[src/rtl/uart_tx_mmio.sv]
// uart_tx_mmio: memory-mapped 8N1 UART transmitter on the data-memory store path.
// Stores to TXDATA are queued in a FIFO and serialised on txd. STATUS is a registered
// read word that software polls before writing.
// Build option: define UART_TX_PARITY_EN for even parity (8E1, 11-bit frame).
//
//   state    | meaning
//   S_IDLE   | line high, pop the next byte when the FIFO holds one
//   S_START  | start bit (low) for CLK_DIV cycles
//   S_DATA   | eight data bits, LSB first
//   S_PARITY | even parity bit (parity build only)
//   S_STOP   | stop bit (high) for CLK_DIV cycles
module uart_tx_mmio #(
  parameter logic [31:0] BASE_ADDR  = 32'hFFFF_0000,
  parameter int          CLK_DIV    = 434,
  parameter int          FIFO_DEPTH = 16
) (
  input  logic        clk,
  input  logic        reset_n,
  input  logic [31:0] addr,
  input  logic        wren,
  input  logic [31:0] wdata,
  input  logic [3:0]  byteen,
  output logic [31:0] rdata,
  output logic        txd,
  output logic        irq
);

  localparam int          AW          = $clog2(FIFO_DEPTH);
  localparam logic [31:0] STAT_ADDR   = BASE_ADDR + 32'd4;
  localparam logic [15:0] BAUD_RELOAD = 16'(CLK_DIV - 1);
  localparam logic [AW:0] FULL_CNT    = (AW + 1)'(FIFO_DEPTH);

  typedef enum logic [2:0] {
    S_IDLE   = 3'd0,
    S_START  = 3'd1,
    S_DATA   = 3'd2,
`ifdef UART_TX_PARITY_EN
    S_PARITY = 3'd3,
`endif
    S_STOP   = 3'd4
  } state_t;

  state_t      r_state;
  logic [7:0]  r_mem [FIFO_DEPTH];
  logic [AW-1:0] r_wptr, r_rptr;
  logic [AW:0] r_count;
  logic        r_ovf;
  logic [7:0]  r_shift;
  logic [2:0]  r_bitidx;
  logic [15:0] r_baud;
  logic        r_txd;
  logic        r_irq;
  logic [31:0] r_rdata;

  state_t      w_state_nxt;
  logic [7:0]  w_shift_nxt;
  logic [2:0]  w_bitidx_nxt;
  logic [15:0] w_baud_nxt;
  logic        w_txd_nxt;
  logic        w_pop;
  logic        w_sel_data, w_sel_stat, w_wr_data, w_push;
  logic        w_full, w_empty, w_busy, w_bit_end;
  logic        w_ovf_set, w_ovf_clr;
  logic [31:0] w_status;
  logic        w_unused_ok;

  // Address decode ignores the byte offset; only lane 0 qualifies a register write.
  assign w_sel_data = (addr[31:2] == BASE_ADDR[31:2]);
  assign w_sel_stat = (addr[31:2] == STAT_ADDR[31:2]);
  assign w_wr_data  = w_sel_data & wren & byteen[0];
  assign w_full     = (r_count == FULL_CNT);
  assign w_empty    = (r_count == '0);
  assign w_push     = w_wr_data & ~w_full;
  assign w_ovf_set  = w_wr_data & w_full;
  assign w_ovf_clr  = w_sel_stat & wren & byteen[0] & wdata[3];
  assign w_busy     = (r_state != S_IDLE);
  assign w_bit_end  = (r_baud == 16'd0);
  assign w_status   = {16'h0, 8'(r_count), 4'h0, r_ovf, w_busy, w_empty, w_full};
  assign w_unused_ok = ^{addr[1:0], wdata[31:8], wdata[7:4], wdata[2:0], byteen[3:1]};

  assign rdata = r_rdata;
  assign txd   = r_txd;
  assign irq   = r_irq;

  // Transmit FSM state register.
  always_ff @(posedge clk or negedge reset_n) begin
    if (!reset_n) r_state <= S_IDLE;
    else          r_state <= w_state_nxt;
  end

  // Next-state, shifter, baud and line-level decisions. The shifter rotates rather than
  // discards, so after the last data bit it still holds all eight bits for parity.
  always_comb begin
    w_state_nxt  = r_state;
    w_shift_nxt  = r_shift;
    w_bitidx_nxt = r_bitidx;
    w_baud_nxt   = w_bit_end ? BAUD_RELOAD : r_baud - 16'd1;
    w_txd_nxt    = r_txd;
    w_pop        = 1'b0;
    case (r_state)
      S_IDLE: begin
        w_txd_nxt = 1'b1;
        if (!w_empty) begin
          w_pop       = 1'b1;
          w_shift_nxt = r_mem[r_rptr];
          w_baud_nxt  = BAUD_RELOAD;
          w_state_nxt = S_START;
          w_txd_nxt   = 1'b0;
        end
      end
      S_START: if (w_bit_end) begin
        w_state_nxt  = S_DATA;
        w_bitidx_nxt = 3'd0;
        w_txd_nxt    = r_shift[0];
      end
      S_DATA: if (w_bit_end) begin
        if (r_bitidx == 3'd7) begin
`ifdef UART_TX_PARITY_EN
          w_state_nxt = S_PARITY;
          w_txd_nxt   = ^r_shift;
`else
          w_state_nxt = S_STOP;
          w_txd_nxt   = 1'b1;
`endif
        end else begin
          w_shift_nxt  = {r_shift[0], r_shift[7:1]};
          w_bitidx_nxt = r_bitidx + 3'd1;
          w_txd_nxt    = r_shift[1];
        end
      end
`ifdef UART_TX_PARITY_EN
      S_PARITY: if (w_bit_end) begin
        w_state_nxt = S_STOP;
        w_txd_nxt   = 1'b1;
      end
`endif
      S_STOP: if (w_bit_end) begin
        w_state_nxt = S_IDLE;
        w_txd_nxt   = 1'b1;
      end
      default: begin
        w_state_nxt = S_IDLE;
        w_txd_nxt   = 1'b1;
      end
    endcase
  end

  // FIFO storage; contents need no reset because the count gates every read.
  always_ff @(posedge clk) begin
    if (w_push) r_mem[r_wptr] <= wdata[7:0];
  end

  // Datapath, FIFO pointers, sticky overflow and registered outputs.
  always_ff @(posedge clk or negedge reset_n) begin
    if (!reset_n) begin
      r_wptr   <= '0;
      r_rptr   <= '0;
      r_count  <= '0;
      r_ovf    <= 1'b0;
      r_shift  <= 8'h00;
      r_bitidx <= 3'd0;
      r_baud   <= 16'd0;
      r_txd    <= 1'b1;
      r_irq    <= 1'b1;
      r_rdata  <= 32'h0;
    end else begin
      if (w_push) r_wptr <= r_wptr + 1'b1;
      if (w_pop)  r_rptr <= r_rptr + 1'b1;
      case ({w_push, w_pop})
        2'b10:   r_count <= r_count + 1'b1;
        2'b01:   r_count <= r_count - 1'b1;
        default: r_count <= r_count;
      endcase
      if (w_ovf_set)      r_ovf <= 1'b1;
      else if (w_ovf_clr) r_ovf <= 1'b0;
      r_shift  <= w_shift_nxt;
      r_bitidx <= w_bitidx_nxt;
      r_baud   <= w_baud_nxt;
      r_txd    <= w_txd_nxt;
      r_irq    <= w_empty & (r_state == S_IDLE);
      r_rdata  <= w_sel_stat ? w_status : 32'h0;
    end
  end

endmodule

[config.mk]
export PLATFORM = sky130hd
export DESIGN_NAME = uart_tx_mmio
export DESIGN_NICKNAME = d
export VERILOG_FILES = /design/src/rtl/uart_tx_mmio.sv
export SDC_FILE = /design/constraint.sdc
export NUM_CORES = 1
export LEC_CHECK = 0
export CAP_MARGIN = 20
export CORE_MARGIN = 5
export CORE_UTILIZATION = 43
export DETAILED_ROUTE_END_ITERATION = 7
export DONT_BUFFER_PORTS = 1
export HOLD_SLACK_MARGIN = 0.08
export PLACE_DENSITY_LB_ADDON = 0.05
export SYNTH_ARGS = -nofsm -noshare
export SYNTH_HDL_FRONTEND = slang
export SYNTH_SLANG_ARGS = --single-unit
[constraint.sdc]
create_clock -name clk -period 3.52 [get_ports clk]
set_input_delay 0.704 -clock clk [delete_from_list [all_inputs] [get_ports clk]]
set_output_delay 0.704 -clock clk [all_outputs]
set_load 0.05 [all_outputs]
Word level (Yosys, flattened, before mapping)
Memory sizes are Yosys's and may differ from the RTL's.
Cells that the tools add are included.
{"block": "word_totals", "latch_bits": 0, "mem_count": 1, "inputBits": 71, "output_inout_bits": 34, "ff_bits": 59, "ramBits": 128, "word_cells": 84, "romBits": 0}
{"block": "classes", "div_mod_pow": 0, "add_sub_neg": 6, "bitwise": 9, "reduce_logical": 12, "multipliers": 0, "n_mux": 30, "eq_ne": 15, "order_cmp": 0, "n_shift": 0}
{"name": "r_mem", "words": 16, "width": 8, "read_ports": 1, "rd_clocked_by_memory_dff": 0, "wr": 1, "line_no": "44", "source": "logic [7:0] r_mem [FIFO_DEPTH];"}
{"cell": "$eq 30x30->1 const B", "n": 2}
{"cell": "$mux 16", "n": 3}
{"cell": "$mux 8", "n": 3}
{"cell": "$mux 3", "n": 7}
{"cell": "$logic_not 16->1", "n": 1}
{"cell": "$pmux 8 s2", "n": 1}
{"cell": "$sub 16x1->16 const B", "n": 1}
{"cell": "$mux 13", "n": 1}
{"cell": "$ne 2x2->1 const B", "n": 6}
{"cell": "$pmux 3 s4", "n": 1}
{"cell": "$mux 1", "n": 11}
{"cell": "$pmux 5 s2", "n": 1}
{"cell": "$add 4x1->4 const B", "n": 2}
{"cell": "$and 1x1->1", "n": 8}
{"cell": "$reduce_and 4->1", "n": 2}
{"cell": "$reduce_bool 2->1", "n": 4}
{"cell": "$eq 3x3->1 const B", "n": 2}
{"cell": "$pmux 3 s2", "n": 1}
{"cell": "$add 5x1->5 const B", "n": 1}
{"cell": "$eq 5x5->1 const B", "n": 1}
{"cell": "$logic_not 5->1", "n": 1}
{"cell": "$reduce_and 5->1", "n": 1}
{"cell": "$sub 5x1->5 const B", "n": 1}
{"cell": "$pmux 1 s4", "n": 1}
{"cell": "other kinds (9)", "n": 9}

Logic depth before layout (Yosys ltp)
{"block": "depth", "ltp_word": 6, "mapped_depth": 13, "mapped_depth_nobuf": 11}

Worst setup path after synthesis
Ideal clock, no wire load.
{"block": "synth_timing", "path_type": "in2reg", "startpoint": "in addr[23]", "endpoint": "reg r_count[4]", "path_stages": 12, "arrival_time_ns": 2.987, "t_required_ns": 3.441, "n_path_buf": 1, "setup_slack_ns": 0.453, "cell_sequence": "nand4_1 -> nor4_1 -> nand4_2 -> ha_1 -> clkbuf_1 -> xor2_1 -> ha_1 -> inv_1 -> o21ai_0 -> a21o_1 -> a31oi_1 -> xor2_1"}
{"block": "synth_via", "elab_chain_len": 6}
{"element": "from (decl)", "line_no": "19", "source": "input logic [31:0] addr,"}
{"element": "$eq 30x30->1 (*)", "line_no": "68", "source": "assign w_sel_data = (addr[31:2] == BASE_ADDR[31:2]);"}
{"element": "$and 1x1->1 (*) (2 in a row)", "line_no": "70", "source": "assign w_wr_data = w_sel_data & wren & byteen[0];"}
{"element": "$and 1x1->1 (*)", "line_no": "73", "source": "assign w_push = w_wr_data & ~w_full;"}
{"element": "$eq 2x1->1 / $eq 2x2->1 (equally long branches)", "line_no": "169", "source": "case ({w_push, w_pop})"}
{"element": "$pmux 5 s2 / $reduce_bool 2->1 (equally long branches)"}
{"element": "to (signal assigned)", "line_no": "170", "source": "2'b10: r_count <= r_count + 1'b1;"}
{"element": "to (signal assigned)", "line_no": "171", "source": "2'b01: r_count <= r_count - 1'b1;"}
{"element": "to (signal assigned)", "line_no": "172", "source": "default: r_count <= r_count;"}
{"element": "to (decl)", "line_no": "46", "source": "logic [AW:0] r_count;"}
Mark *: on every way between the ends. The rest lies on a longest branch, timed or not.
A chain may end at the register's enable or synchronous reset.

Worst setup path in the final report
{"block": "layout_timing", "startpoint": "reg r_count[0]", "endpoint": "reg r_count[4]"}
{"block": "layout_via", "elab_chain_len": 5}
{"element": "$logic_not 5->1 (*)", "line_no": "72", "source": "assign w_empty = (r_count == '0);"}
{"element": "$mux 1 (*)", "line_no": "103", "source": "if (!w_empty) begin"}
{"element": "$mux 1 (*)", "line_no": "100", "source": "case (r_state)"}
{"element": "net w_pop", "line_no": "60", "source": "logic w_pop;"}
{"element": "$eq 2x1->1 / $eq 2x2->1 (equally long branches)", "line_no": "169"}
{"element": "$pmux 5 s2 / $reduce_bool 2->1 (equally long branches)"}
Mark *: on every way through the listed nets, which the timed path passes. The rest lies on a longest branch.

==> summary.txt <==
STA
  • Final period utilization: 0.818
  • TNS Setup: 0 ps
  • RSZ-0062 raised after global routing: false
  • Worst-Margin Slew: 698 ps
  • Peak Freq: between 300 and 400 MHz
  • Rel. slew slack: 0.534
  • Slew Viols, Final: 0
  • Final Skew: 11.2 ps
  • Final worst setup slack: approximately 640 ps
  • Fin crit period: 2880 ps
  • # setup viols final: 0
  • Final number of hold-violating endpoints: 0

Setup path
  • Worst Setup End Kind: register
  • Setup CP Type: reg -> reg
  • Crit path max fanout: 9
  • CP Launch Type: register
  • R2r setup slk: 640 ps
  • Worst EP arrival: approximately 3200 ps
  • Worst Path Required: roughly 3900 ps

CTS
  • Cts repair resizes: 0
  • Clk buf depth: 2
  • TritonCTS clock tree: built
  • Clock-pin slew on the worst setup and hold paths: ~70 ps
  • CTS H-tree depth: 4
  • Clock Latency Late Sink: ~430 ps
  • TritonCTS Buffers: 17
  • Clock root cell: clkbuf_16
  • Setup bufs post-CTS: 0
  • CTS sink count: about 180

Routing
  • DRC viols: 0
  • Iteration-0 DRC count of the detailed router: about 210
  • Met3 wire len: 493 um
  • Max layer used: met4
  • Vias: 4130
  • Router iterations before antenna repair: 4
  • M1 wire length: 6900 um
  • Post-DRT Antenna Nets: 0
  • Vias/cell: 5.34
  • Met2 wire len: roughly 8000 um
  • Total Wirelength: roughly 16000 um
  • WL per Instance: slightly above 20 um

Floorplanning
  • Initial core utilization: 0.439
  • Site row count: about 50
  • Height of the chip: about 150 um
  • Die width: around 150 um
  • Die area: about 21000 sq um
  • I/O Pins: 105
  • Core ar.: roughly 18000 sq um

Min path
  • Type of the most critical hold path: in -> async

Power
  • PD cells: 506 nW/um^2
  • Maximum VDD drop: roughly 0.36 mV
  • P_leak: 0.00319 uW

Synthesis
  • Async set-or-reset flop fraction in the synthesized netlist: 0.301
  • Ys flop type: edfxtp_1
  • Post-Syn Area: 7910 sq um
  • Yosys reg bits: approximately 180
  • Unique masters post-synth: 55
  • EDFF count, synth: 128
  • Post-Syn Area per Cell: ~15 sq um
  • YS warnings: 0
  • Seq/Total Area, Yosys: 0.660
  • Cell count after synthesis: roughly 520

Place
  • PortBufs: 0
  • GPL Wtd Cong: ~0.76
  • Placed wire-length estimate: 10200 um
  • Setup WS pre-CTS: about 440 ps

Finish
  • Fill cells: 1592
  • Antenna diodes: 0
  • Commonest non-fill, non-tap cell in the layout: edfxtp_1
  • Fraction of layout cells with a size suffix above 1: 0.184
  • P&R area growth vs syn: 10.9%
  • Nets@finish: slightly above 600
  • Leading cell types in the layout, fill and taps excluded: 128 x edfxtp_1, 52 x dfrtp_1, 34 x nor2_1, 32 x mux4_2, 26 x a21oi_1

Global route
  • Vias in the first global route: 4280
  • GRT Residual Overflow: 0
  • First-pass GRT wire length: 24800 um
  • Gr usage total: 0.153
  • Largest net degree at the start of global routing: 54
  • Initial antenna violation count: 0

Job
  • Max_cap viols: 0

Outcome
  • Status: finished clean
## path summary, 6_finish.rpt
kind	from	endpoint	depth (start not counted)
worst min register to register	r_ovf	rdata[3]	1
worst max-delay path	r_count[0]	r_count[4]	11
min in group clk	wdata[3]	r_mem[9][3]	0
worst min-delay path	reset_n	r_count[1]	1
worst max register to register	r_count[0]	r_count[4]	11
max in group asynchronous	reset_n	r_rptr[0]	1
## layer usage
metal	vias up	GRT usage
li1	1946	-
met1	2109	0.201
met2	61	0.255
met3	14	0.0346
met4	0	0.0476
met5	-	0
## critical path: stages (launching register included)
cell and delay (ps):
dfrtp_1 470, or4_1 570, o21ai_2 150, inv_1 170
ha_1 360, xor2_1 170, ha_1 220, a21o_1 130
nand2_1 50, a21o_1 160, a31oi_1 200, xor2_1 150
## cells by family after synthesis
kind of cell / after synthesis / share of synthesized area
compound gates: 64 / 0.0519
flops: 183 / 0.660
xor+xnor: 23 / 0.0255
buf+inv: 62 / 0.0429
simple gates: 137 / 0.0999
fa+ha+maj: 12 / 0.0190
other cells: 1 / 0.000474
mux: 39 / 0.100
## Yosys cell counts, types with 12 or more instances
master    count  area share
nor4_1       12      0.0095
a22oi_1      15       0.014
and2_1       15       0.012
xnor2_1      13       0.014
inv_1        15      0.0071
dfrtp_1      53        0.17
edfxtp_1    128        0.49
ha_1         12       0.019
nand2_1      17      0.0081
buf_4        24       0.023
a21oi_1      26       0.016
mux4_2       32       0.091
clkbuf_1     14      0.0066
nor2_1       34       0.016
## per-stage QoR
step	cell area [sq um]	hold WS [ps]	std cells	power [uW]	utilization
after floorplan	8000	408	543	2530	-
after detailed placement	8130	410	740	2530	0.451
after global routing	8780	86.1	773	4610	0.487
after CTS	8780	85.9	773	4500	0.487
after global placement	8130	410	740	2520	0.451
final	8780	114	773	4440	0.487
## repair_timing
action,4_1_cts,5_1_grt
hold buffers,1,0
hold endpoints to repair,53,0
setup endpoints to repair,0,0
## registers in the layout, summed over array words and instances (netlist names)
| register | cells |
|---|---|
| r_count | 5 |
| r_wptr | 4 |
| irq | 1 |
| rdata | 9 |
| r_mem | 128 |
| r_bitidx | 3 |
| r_baud | 16 |
| r_shift | 8 |
| r_state | 3 |
| r_ovf | 1 |
| r_rptr | 4 |
| txd | 1 |
## power by group
part	switching [uW]	internal (uW)	total, uW
logic	110	43.4	153
clock network	916	1030	1950
registers	21.5	2320	2340
## area by class of cell
cell class	count	area [sq um]	area share
Tap cell	229	287	0.0326
Clock inverter	15	199	0.0227
Sequential cell	183	5220	0.595
Timing Repair Buffer	16	153	0.0174
Clock buffer	17	425	0.0485
Multi-Input combinational cell	298	2430	0.277
Inverter	15	56.3	0.00641
(Power assumes the default switching activity.)
==> edit, RTL diff (config.mk and constraints unchanged) <==
Re-encode `state_t` (4 states) as Gray code, 2 bits wide.
--- a/src/rtl/uart_tx_mmio.sv
+++ b/src/rtl/uart_tx_mmio.sv
@@ -30,14 +30,14 @@
   localparam logic [15:0] BAUD_RELOAD = 16'(CLK_DIV - 1);
   localparam logic [AW:0] FULL_CNT    = (AW + 1)'(FIFO_DEPTH);
 
-  typedef enum logic [2:0] {
-    S_IDLE   = 3'd0,
-    S_START  = 3'd1,
-    S_DATA   = 3'd2,
+  typedef enum logic [1:0] {
+    S_IDLE   = 2'b00,
+    S_START  = 2'b01,
+    S_DATA   = 2'b11,
 `ifdef UART_TX_PARITY_EN
     S_PARITY = 3'd3,
 `endif
-    S_STOP   = 3'd4
+    S_STOP   = 2'b10
   } state_t;
 
   state_t      r_state;
Behaviour: same outputs for any inputs over 10 cycles, from zero or initial values and one cycle with reset_n low; not proved beyond that.
==> edit against the unedited design <==
Utilization is 0.53 points lower. Combinational power is 4% lower. Design area is 1.8% lower. Synthesized cell count is 2.9% lower. Area after synthesis is 1.8% lower. Critical path type unchanged. Wire length is 1.6% higher. Sequential cell count is 1 lower. Total power is 1.6% lower. Worst setup slack worse by 0.11 ns.
==> edit: results (changes against the unedited design) <==
synth_fa_ha_area_share_pct: 2.09  # +0.20 points
irDropWorstVdd_mv: 0.312  # -14%
top_register: "r_mem"
cp_max_fo: 10  # +1
cts_buffer_depth: 2  # unchanged
cpMaxStageDelayCell: "or4_1"
synth_common_cells: "edfxtp_1, dfrtp_1, nor2_1, mux4_2, a21oi_1"
grt_pass1_wl_mm: 24.6  # -0.61%
critPathMaxStageDelay_ns: 0.58
vias_per_cell: 5.39  # +0.94%
wirelength_mm: 15.8  # +1.6%
antenna_cells: 0  # unchanged
r2r_slack_ns: 0.53  # -0.11 ns
final_nets: 603  # -1.8%
drt_iter0_markers: 289  # +36%
dp.final_hpwl_mm: 10.0  # -1.8%
synth_warnings: 0  # unchanged
synthXorXnorAreaFrac_pct: 2.71  # +0.16 points
synth_compound_area_share_pct: 5.39  # +0.21 points
placed_cells: 727  # -1.8%
cp.arrival_ns: 3.34  # +0.10 ns
cts-root-buf: "clkbuf_16"
clk_pin_slew_worst_paths_ns: 0.07  # about the same
antenna_found_initial: 0  # unchanged
largest_reg_flops: 128  # unchanged
total_leakage_power_nw: 3.18  # -0.51%
status: "finished clean"
p_switching_w: 0.00101  # -3.1%
syn_avg_cell_area_sq_um: 15.4  # +1.1%
fin_worst_skew_ns: 0.00965  # -0.00158 ns
numCtsBuffers: 17  # unchanged
yosysSeqAreaShare_pct: 66.9  # +0.89 points
grt_pass1_vias: 4255  # -0.58%
drive_gt1_share_pct: 18.0  # -0.34 points
synth_edf_count: 128  # unchanged
hp-class: "in -> async"
gp_congestion: 0.785  # +2.8%
relSlewSlack_pct: 49.0  # -4.4 points
yosys-mux-area-fraction_pct: 9.71  # -0.33 points
holdWs_ns: 0.110  # -0.00463 ns
synth.area.top_cells: "edfxtp_1, dfrtp_1, mux4_2"
stdcell_count: 761  # -1.6%
r2r-end: "r_count[4]$_DFFE_PN0P_"
cts_max_level: 4  # unchanged
grt_usage_pct: 16.1  # +0.85 points
reg2reg_depth: 11  # unchanged
grt_max_degree: 53  # -1.9%
drt-pass1-iter-count: 4  # unchanged
async_reset_ff_share_pct: 29.7  # -0.38 points
timing.setup.tns_ns: 0  # unchanged
synth_cell_type_count: 50  # -9.1%
clk_latency_ns: 0.43  # about the same
rr_startpoint: "r_count[1]$_DFFE_PN0P_"
fill_cells: 1552  # -2.5%
portBuffers: 0  # unchanged
## edit: cell type report
type,count,area share (%)
Multi-Input combinational cell,287,27.1
Sequential cell,182,60.3
Timing Repair Buffer,18,1.97
Clock inverter,15,1.81
Inverter,13,0.566
Clock buffer,17,4.93
Tap cell,229,3.32
## edit: repair_timing
| item | CTS | global route |
|---|---|---|
| endpoints found under the hold margin | 52 | 1 |
| buffers inserted | 0 | 0 |
| resized for setup | 0 | 0 |
| hold buffers | 1 | 1 |
## edit: worst max-delay path: cells and delay by family (launching register included)
| family | cells | cell delay (ns) |
|---|---|---|
| adders and majority gates | 2 | 0.56 |
| DFF | 1 | 0.49 |
| AOI/OAI and AO/OA | 4 | 0.76 |
| buffers and inverters | 2 | 0.19 |
| and+or+nand+nor | 1 | 0.58 |
| xor gates and xnor gates | 2 | 0.35 |
## edit: kinds of logic after synthesis
logic type	Yosys count
fa+ha+maj	13
compound gates	67
xor+xnor	24
buf+inv	59
flops	182
other cells	1
mux	35
simple gates	125
## edit: stage by stage
stage	instance area, sq um	worst slack [ns]
floorplan	7850	0.291
global placement	8000	0.515
detailed placement	8000	0.475
CTS	8610	0.540
global route	8620	0.327
finish	8620	0.534
## edit: routing by layer
layer / routed length [microns] / up-vias / GRT usage (%)
met5: 0 / - / 0
met4: 125 / 0 / 3.83
met3: 996 / 11 / 4.33
met2: 7490 / 123 / 25.9
met1: 7190 / 2075 / 22.1
li1: - / 1895 / -
## edit: power by group through the flow
| stage | Sequential [W] | Combinational (W) | Clock (W) |
|---|---|---|---|
| after floorplan | 0.00237 | 0.000140 | 0 |
| after global placement | 0.00237 | 0.000130 | 0 |
| after detailed placement | 0.00238 | 0.000131 | 0 |
| after CTS | 0.00233 | 0.000148 | 0.00194 |
| after global routing | 0.00233 | 0.000165 | 0.00204 |
| final | 0.00233 | 0.000147 | 0.00189 |
## edit: worst max-delay path by stage
| stage | startpoint | to | slack (ns) | depth (start not counted) |
|---|---|---|---|---|
| 2_1_floorplan | addr[23] | r_count[4]$_DFFE_PN0P_ | 0.29 | 12 |
| 5_1_grt | r_count[1]$_DFFE_PN0P_ | r_count[4]$_DFFE_PN0P_ | 0.33 | 11 |
| 6_report | r_count[1]$_DFFE_PN0P_ | r_count[4]$_DFFE_PN0P_ | 0.53 | 11 |
| 3_3_place_gp | addr[23] | r_count[4]$_DFFE_PN0P_ | 0.51 | 12 |
| 4_1_cts | r_count[1]$_DFFE_PN0P_ | r_count[4]$_DFFE_PN0P_ | 0.54 | 11 |
| 3_5_place_dp | addr[23] | r_count[4]$_DFFE_PN0P_ | 0.48 | 12 |
